`config.mk`:
```
export PLATFORM = sky130hd
export DESIGN_NAME = spi_master_arb
export DESIGN_NICKNAME = d
export VERILOG_FILES = /design/src/rtl/spi_ctrl_pkg.sv /design/src/rtl/spi_rr_arbiter.sv /design/src/rtl/spi_master_arb.sv
export SDC_FILE = /design/constraint.sdc
export NUM_CORES = 1
export LEC_CHECK = 0
export ABC_AREA = 1
export CAP_MARGIN = 25
export CORE_MARGIN = 4
export CORE_UTILIZATION = 45
export CTS_CLUSTER_SIZE = 10
export DETAILED_ROUTE_END_ITERATION = 8
export HOLD_SLACK_MARGIN = 0.03
export PLACE_DENSITY = 0.66
export SLEW_MARGIN = 20
export SYNTH_ARGS = -nofsm -noshare
export SYNTH_HDL_FRONTEND = slang
export SYNTH_SLANG_ARGS = --single-unit
```
`constraint.sdc`:
```
create_clock -name clk -period 2.4 [get_ports clk]
set_input_delay 0.48 -clock clk [delete_from_list [all_inputs] [get_ports clk]]
set_output_delay 0.48 -clock clk [all_outputs]
set_load 0.005 [all_outputs]
```
`src/rtl/spi_ctrl_pkg.sv`:
```
// Shared types and width helpers for the arbitrated SPI master.
package spi_ctrl_pkg;

  localparam int FRAME_BITS = 8;

  typedef enum logic [2:0] {
    ST_IDLE,
    ST_SETUP,
    ST_SHIFT,
    ST_HOLD,
    ST_GAP
  } state_t;

  function automatic int idx_width(input int n);
    return (n > 1) ? $clog2(n) : 1;
  endfunction

  function automatic int div_width(input int clk_div, input int cs_gap);
    int w;
    w = $clog2(clk_div * cs_gap + 1);
    return (w > 0) ? w : 1;
  endfunction

endpackage

```
`src/rtl/spi_rr_arbiter.sv`:
```
// Combinational round-robin pick: first set request at or after pointer, wrapping.
module spi_rr_arbiter
  import spi_ctrl_pkg::*;
#(
  parameter int NREQ = 2,
  parameter int IW   = 1
) (
  input  logic [NREQ-1:0] req,
  input  logic [IW-1:0]   pointer,
  output logic [NREQ-1:0] winner,
  output logic [IW-1:0]   winner_idx,
  output logic            valid
);

  always_comb begin
    winner     = '0;
    winner_idx = '0;
    valid      = 1'b0;
    // upper pass covers pointer..NREQ-1, lower pass wraps to 0..pointer-1
    for (int i = 0; i < NREQ; i++) begin
      if (!valid && req[i] && (IW'(i) >= pointer)) begin
        valid      = 1'b1;
        winner_idx = IW'(i);
        winner[i]  = 1'b1;
      end
    end
    for (int i = 0; i < NREQ; i++) begin
      if (!valid && req[i]) begin
        valid      = 1'b1;
        winner_idx = IW'(i);
        winner[i]  = 1'b1;
      end
    end
  end

endmodule

```
`src/rtl/spi_master_arb.sv`:
```
// Round-robin shared mode-0 SPI master; req is a level request sampled only in IDLE,
// req_data must hold while req is high until gnt pulses, gnt marks the byte as captured.
module spi_master_arb
  import spi_ctrl_pkg::*;
#(
  parameter int NREQ    = 2,
  parameter int CLK_DIV = 4,
  parameter int CS_GAP  = 2
) (
  input  logic                    clk,
  input  logic                    rst_n,
  input  logic [NREQ-1:0]         req,
  input  logic [8*NREQ-1:0]       req_data,
  output logic [NREQ-1:0]         gnt,
  output logic [NREQ-1:0]         done,
  output logic                    busy,
  output logic                    sclk,
  output logic                    mosi,
  output logic                    cs
);

  localparam int IW = idx_width(NREQ);
  localparam int DW = div_width(CLK_DIV, CS_GAP);
  localparam int BW = $clog2(FRAME_BITS);
  localparam logic [DW-1:0] HALF_LAST = DW'(CLK_DIV - 1);
  localparam logic [DW-1:0] GAP_LAST  = DW'(CLK_DIV * CS_GAP - 1);
  localparam logic [IW-1:0] PTR_LAST  = IW'(NREQ - 1);
  localparam logic [BW-1:0] BIT_LAST  = BW'(FRAME_BITS - 1);

  state_t                  state_q, state_d;
  logic [DW-1:0]           div_q, div_d;
  logic [BW-1:0]           bit_q, bit_d;
  logic                    phase_q, phase_d;
  logic [FRAME_BITS-1:0]   shreg_q, shreg_d;
  logic [IW-1:0]           owner_q, owner_d;
  logic [IW-1:0]           ptr_q, ptr_d;
  logic [NREQ-1:0]         gnt_d, done_d;
  logic                    busy_d, sclk_d, mosi_d, cs_d;

  logic [NREQ-1:0]         arb_winner;
  logic [IW-1:0]           arb_idx;
  logic                    arb_valid;
  logic [FRAME_BITS-1:0]   sel_byte;
  logic                    half_end;

  spi_rr_arbiter #(
    .NREQ (NREQ),
    .IW   (IW)
  ) u_arb (
    .req        (req),
    .pointer    (ptr_q),
    .winner     (arb_winner),
    .winner_idx (arb_idx),
    .valid      (arb_valid)
  );

  assign sel_byte = req_data[{arb_idx, 3'b000} +: FRAME_BITS];
  assign half_end = (div_q == HALF_LAST);

  always_ff @(posedge clk or negedge rst_n) begin
    if (!rst_n) begin
      state_q <= ST_IDLE;
      div_q   <= '0;
      bit_q   <= '0;
      phase_q <= 1'b0;
      shreg_q <= '0;
      owner_q <= '0;
      ptr_q   <= '0;
      gnt     <= '0;
      done    <= '0;
      busy    <= 1'b0;
      sclk    <= 1'b0;
      mosi    <= 1'b0;
      cs      <= 1'b1;
    end else begin
      state_q <= state_d;
      div_q   <= div_d;
      bit_q   <= bit_d;
      phase_q <= phase_d;
      shreg_q <= shreg_d;
      owner_q <= owner_d;
      ptr_q   <= ptr_d;
      gnt     <= gnt_d;
      done    <= done_d;
      busy    <= busy_d;
      sclk    <= sclk_d;
      mosi    <= mosi_d;
      cs      <= cs_d;
    end
  end

  always_comb begin
    state_d = state_q;
    div_d   = div_q;
    bit_d   = bit_q;
    phase_d = phase_q;
    shreg_d = shreg_q;
    owner_d = owner_q;
    ptr_d   = ptr_q;
    gnt_d   = '0;
    done_d  = '0;
    busy_d  = busy;
    sclk_d  = sclk;
    mosi_d  = mosi;
    cs_d    = cs;
    case (state_q)
      ST_IDLE: begin
        if (arb_valid) begin
          gnt_d   = arb_winner;
          shreg_d = sel_byte;
          owner_d = arb_idx;
          ptr_d   = (arb_idx == PTR_LAST) ? '0 : arb_idx + 1'b1;
          cs_d    = 1'b0;
          mosi_d  = sel_byte[FRAME_BITS-1];
          busy_d  = 1'b1;
          div_d   = '0;
          bit_d   = '0;
          phase_d = 1'b0;
          state_d = ST_SETUP;
        end
      end
      ST_SETUP: begin
        if (half_end) begin
          div_d   = '0;
          state_d = ST_SHIFT;
        end else begin
          div_d = div_q + 1'b1;
        end
      end
      ST_SHIFT: begin
        if (half_end) begin
          div_d = '0;
          if (!phase_q) begin
            sclk_d  = 1'b1;
            phase_d = 1'b1;
          end else begin
            sclk_d  = 1'b0;
            phase_d = 1'b0;
            // the last fall leaves mosi on bit 0 until HOLD clears it
            if (bit_q == BIT_LAST) begin
              state_d = ST_HOLD;
            end else begin
              bit_d   = bit_q + 1'b1;
              shreg_d = {shreg_q[FRAME_BITS-2:0], 1'b0};
              mosi_d  = shreg_q[FRAME_BITS-2];
            end
          end
        end else begin
          div_d = div_q + 1'b1;
        end
      end
      ST_HOLD: begin
        if (half_end) begin
          div_d   = '0;
          cs_d    = 1'b1;
          mosi_d  = 1'b0;
          done_d  = NREQ'(1) << owner_q;
          state_d = ST_GAP;
        end else begin
          div_d = div_q + 1'b1;
        end
      end
      ST_GAP: begin
        if (div_q == GAP_LAST) begin
          div_d   = '0;
          busy_d  = 1'b0;
          state_d = ST_IDLE;
        end else begin
          div_d = div_q + 1'b1;
        end
      end
      default: state_d = ST_IDLE;
    endcase
  end

endmodule

```
==> flow_summary.ini, run 1 <==
[synthesis]
synth.top_cell.area_share = 0.412
yosysUniqueCellTypes = 27
synth.area.top_cells = dfrtp_1 41%, nand2_1 17%, inv_1 7.8%, nand3_1 7.0%, nor2_1 3.7%
ys_seq_area_frac = 0.428
netlist_instances = 225
yosys.area_share.adder = 0.0229
avgSynthCellArea_um2 = 7.28
yosysMostFrequentCell = nand2_1
muxShareOfSynthArea = 0
synth_compound_gate_area_share = 0.0855
synth_top_family_by_area = simple AND/OR/NAND/NOR gates
synth_xor_area_frac = 0.00534
synth_top_area_cell = dfrtp_1
syn_nets = 248
ys_seq_elements = 28
synth_common_cells = 74 x nand2_1, 34 x inv_1, 27 x dfrtp_1
yosys_warnings = 0
synth_edf_count = 0
synth_ff_type = dfrtp_1
yosys.area_share.simple = 0.344
ys_async_sr_fraction = 1.00
netlist_area_um2 = 1640

[finish]
drive_above_1_share = 0.0791
filler_cell_count = 343
area_growth_pct = 21.5
fin_util = 0.583
nNetsFinal = 277
antennaDiodeCount = 0
stdcell_count = 299

[global_route]
grt_first_pass_wirelength_um = 6180
grt_start_max_net_pins = 29
antenna_found_initial = 0
track_usage = 0.175
grt_overflow_total = 0
grt_pass1_vias = 1377

[floorplanning]
dieArea_um2 = 4670
io_pins = 28
coreArea_um2 = 3420
floorplan.rows = 21
die_height_um = 68.4
die_w_um = 68.4
initial_utilization = 0.480

[clocking]
postCtsHoldBufs = 0
postCtsSetupBuffers = 0
cts_tree = yes
cts_buffer_depth = 2
clk_pin_slew_ns = 0.16
htreeDepth = 1
clock_sinks = 28
cts_root_buf = clkbuf_4
cts_buffers = 3
insertion_delay_ns = 0.34
ctsResizeCount = 0

[timing]
setup-tns-final_ns = 0
finalSetupViolCount = 0
min_period_ns = 1.86
drv_slew = 0
finalHoldViolCount = 0
slew_headroom = 0.756
worst_pin_slew_ns = 0.365
max_freq_mhz = 539
finalCritPeriodShare = 0.773
grt_setup_unrepaired = false
finClkSkew_ns = 0.00774

[drt]
dr.pass1.iters = 4
wl_per_cell_um = 11.8
drt_first_iter_violations = 61
viasPerCell = 4.89
vias = 1462
drc = 0
routed_wl_um = 3520
postRouteAntennaNets = 0

[placement]
placedCellCount = 295
hpwlAfterDp_um = 2670
io_buffers = 27
place_congestion = 0.794

[worst_setup_path]
timing.critical_path.required_ns = 1.92
criticalPathCategory = register to primary output
cp-start-kind = register
slowest_stage = dfstp_2
ff2ff_path_depth = 9
worstPathCellList = clkdlybuf4s50_1
ff2ff_setup_slack_ns = 0.76
r2r-end = shreg_q[4]
crit_fanout = 2
crit_family = flip-flops
endpoint_kind = primary output
slowest_delay_ns = 0.56
cp.arrival_ns = 1.38
cp_num_buf_inv = 1
r2r_start = bit_q[0]

[hold_path]
hold_path_class = register to register
hold_depth = 1
holdCritStartpoint = owner_q
min_to = done[0]

[power]
peakVddDrop_uv = 368
finalPower_uw = 2120
leakage_uw = 0.00106
p_per_area_nw_per_um2 = 1070

[run]
cap_violations = 0

[run_status]
run_status = complete, no violations
==> through the flow <==
step	setup slack, ns	cell area [µm²]	hold WS [ns]
5_1_grt	0.492	1990	0.456
2_1_floorplan	0.964	1640	0.184
3_5_place_dp	0.335	1940	0.429
6_report	0.544	1990	0.445
3_3_place_gp	0.427	1940	0.421
4_1_cts	0.530	1990	0.449
==> placed cells by master, fill, tap and decap left out, types with 3 or more instances in the layout <==
cell and n:
dfrtp_1 27, o21ai_1 11, clkbuf_4 3, a21oi_1 3, ha_1 3, inv_1 34, nor2_1 16, clkdlybuf4s50_1 27
o21ai_0 6, nand2_1 74, nand3_1 23, buf_4 3
==> area by class of cell <==
class                           instances  area [µm²]  area share
Clock buffer                            3        22.5      0.0113
Clock inverter                          1        30.0      0.0151
Multi-Input combinational cell        155         751       0.377
Sequential cell                        28         702       0.353
Tap cell                               46        57.6      0.0289
Inverter                               36         135      0.0679
Timing Repair Buffer                   30         293       0.147
==> report_power, final <==
group | internal [µW] | total [µW] | switching, µW
registers | 640 | 776 | 136
clock network | 169 | 313 | 144
logic | 379 | 1030 | 652
total | 1190 | 2120 | 932
==> sequential cells by signal, summed over array words and instances (netlist names) <==
name,cells
state_q,3
div_q,4
shreg_q,7
done,2
phase_q,1
gnt,2
owner_q,1
ptr_q,1
sclk,1
cs,1
busy,1
bit_q,3
mosi,1
==> routing by layer <==
layer / wire (µm) / global-route usage / vias to the layer above
met5: 0 / 0 / -
met4: 44 / 0.0521 / 0
met3: 135 / 0.0213 / 5
met2: 1600 / 0.280 / 26
met1: 1740 / 0.246 / 677
li1: - / - / 754
==> cell families after synthesis <==
kind of cell             count (synthesis)
AO/OA/AOI/OAI                           25
buffers and inverters                   42
AND/OR/NAND/NOR                        126
adder cells (fa/ha/maj)                  3
flip-flops                              28
XOR/XNOR                                 1
==> worst max-delay path by stage <==
stage / slack, ns / startpoint / cells past startpoint / endpoint
after floorplan: 0.96 / bit_q[0] / 9 / bit_q[0]
after CTS: 0.53 / cs / 1 / cs
after global placement: 0.43 / req[0] / 8 / shreg_q[3]
final: 0.54 / cs / 1 / cs
after detailed placement: 0.34 / req[0] / 8 / shreg_q[4]
after global routing: 0.49 / cs / 1 / cs
No activity file was read; power rests on OpenSTA's default activity.
==> run 2: changes to the inputs <==
--- a/config.mk
+++ b/config.mk
@@ -12,7 +12,7 @@
 export CTS_CLUSTER_SIZE = 10
 export DETAILED_ROUTE_END_ITERATION = 8
 export HOLD_SLACK_MARGIN = 0.03
-export PLACE_DENSITY = 0.66
+export PLACE_DENSITY = 0.68
 export SLEW_MARGIN = 20
 export SYNTH_ARGS = -nofsm -noshare
 export SYNTH_HDL_FRONTEND = slang
==> constraint.sdc (replaced) <==
create_clock -name clk -period 1.7 [get_ports clk]
set_input_delay 0.34 -clock clk [delete_from_list [all_inputs] [get_ports clk]]
set_output_delay 0.34 -clock clk [all_outputs]
set_load 0.005 [all_outputs]
==> run 2 against run 1 <==
Net effect: clock skew is essentially flat; die area is the same; sequential cell count is the same; worst setup slack lost 0.40 ns; final cell count grew 3.7%; hold slack lost 0.089 ns; combinational power grew 59%; critical path depth is the same; clock power grew 6%; register-to-register slack lost 0.58 ns; largest cell class unchanged.
==> flow_summary.ini, run 2 (synthesis gave the netlist of run 1 again) <==
[run_status]
run_status = complete, no violations

[worst_setup_path]
ff2ff_setup_slack_ns = 0.18
cp.arrival_ns = 1.21
slowest_stage = clkdlybuf4s50_1
crit_fanout = 2
endpoint_kind = primary output
timing.critical_path.required_ns = 1.36
slowest_delay_ns = 0.50
crit_family = buffers and inverters
cp-start-kind = register
worstPathCellList = clkdlybuf4s50_1
criticalPathCategory = register to primary output
cp_num_buf_inv = 1

[drt]
routed_wl_um = 3460
wl_per_cell_um = 11.2
postRouteAntennaNets = 0
drc = 0
drt_first_iter_violations = 86
vias = 1499
dr.pass1.iters = 4
viasPerCell = 4.84

[timing]
finalCritPeriodShare = 0.914
finClkSkew_ns = 0.00746
finalHoldViolCount = 0
worst_pin_slew_ns = 0.357
setup-tns-final_ns = 0
drv_slew = 0
grt_setup_unrepaired = false
slew_headroom = 0.762
whs_ns = 0.356
finalSetupViolCount = 0
min_period_ns = 1.55
max_freq_mhz = 644

[finish]
area_growth_pct = 26.4
filler_cell_count = 312
top_register = shreg_q
antennaDiodeCount = 0
largest_reg_flops = 7
fin_util = 0.607
nNetsFinal = 288
top_regs = shreg_q (7), div_q (4)
drive_above_1_share = 0.117
final_cell_mix = 74 x nand2_1, 34 x inv_1, 27 x dfrtp_1
final_common_cell = nand2_1

[run]
cap_violations = 0

[clocking]
cts_buffers = 3
cts_buffer_depth = 2
clk_pin_slew_ns = 0.16
cts_root_buf = clkbuf_4
postCtsSetupBuffers = 0
cts_tree = yes
postCtsHoldBufs = 0
clock_sinks = 28
htreeDepth = 1
insertion_delay_ns = 0.33

[floorplanning]
coreArea_um2 = 3420
floorplan.rows = 21
die_w_um = 68.4
die_height_um = 68.4
io_pins = 28
dieArea_um2 = 4670
initial_utilization = 0.480

[power]
leakage_uw = 0.00112
peakVddDrop_uv = 907
p_per_area_nw_per_um2 = 1460

[global_route]
grt_pass1_vias = 1385
met3_usage = 0.0279
gr-max-usage-layer = met2
grtUsageMet2 = 0.285
grt_overflow_total = 0
track_usage = 0.169
antenna_found_initial = 0
met1_usage = 0.221
grt_first_pass_wirelength_um = 5920
grt_start_max_net_pins = 29

[placement]
place_congestion = 0.857
hpwlAfterDp_um = 2620
io_buffers = 27

[hold_path]
hold_path_class = input pin to async pin
[run 2: cell types whose count changed in the layout (fill, tap and decap cells not counted)]
cell             change
nor2_4               +1
buf_12               +1
buf_4                +9
clkdlybuf4s50_1      -1
bufinv_16            -1
clkbuf_8             +1
dlygate4sd2_1        +1
[run 2: path summary, 6_finish.rpt]
check                      startpoint    endpoint  cells after the start
max                              busy        busy                      1
min                             rst_n    div_q[3]                      2
max reg2reg                  bit_q[0]  shreg_q[2]                      9
min reg2reg                   owner_q     done[0]                      1
max in group asynchronous       rst_n          cs                      2
min in group clk              owner_q     done[0]                      1
[run 2: per-stage QoR]
step | area, µm² | worst slack [ns] | cells | total power [µW]
after floorplan | 1640 | 0.264 | 225 | 2210
after global placement | 2030 | 0.0518 | 305 | 2650
after detailed placement | 2030 | 0.0594 | 305 | 2660
after CTS | 2060 | 0.0858 | 309 | 2990
after global routing | 2070 | 0.0212 | 310 | 3320
final | 2070 | 0.147 | 310 | 3020
[run 2: layer usage]
| layer | up-vias | share of wire |
|---|---|---|
| met5 | - | 0 |
| met1 | 669 | 0.49 |
| met2 | 42 | 0.44 |
| li1 | 784 | - |
| met3 | 4 | 0.057 |
| met4 | 0 | 0.012 |
[run 2: timing repair]
action	in CTS	in global routing
gates resized for setup	1	1
gates cloned	0	1
endpoints found under the setup margin	1	10
pin swaps	0	1
[run 2: power breakdown]
part	switching, µW	total, µW	leakage [µW]	internal [µW]
clock network	200	332	0.0000210	131
registers	150	1050	0.000356	905
logic	997	1640	0.000739	639
[run 2: area by class of cell]
type / count / area, µm² / area share
tap: 46 / 57.6 / 0.0278
clock buffer: 4 / 36.3 / 0.0175
multi-input combinational: 156 / 762 / 0.368
inverter: 36 / 135 / 0.0652
timing repair buffer: 40 / 379 / 0.183
sequential: 28 / 702 / 0.339
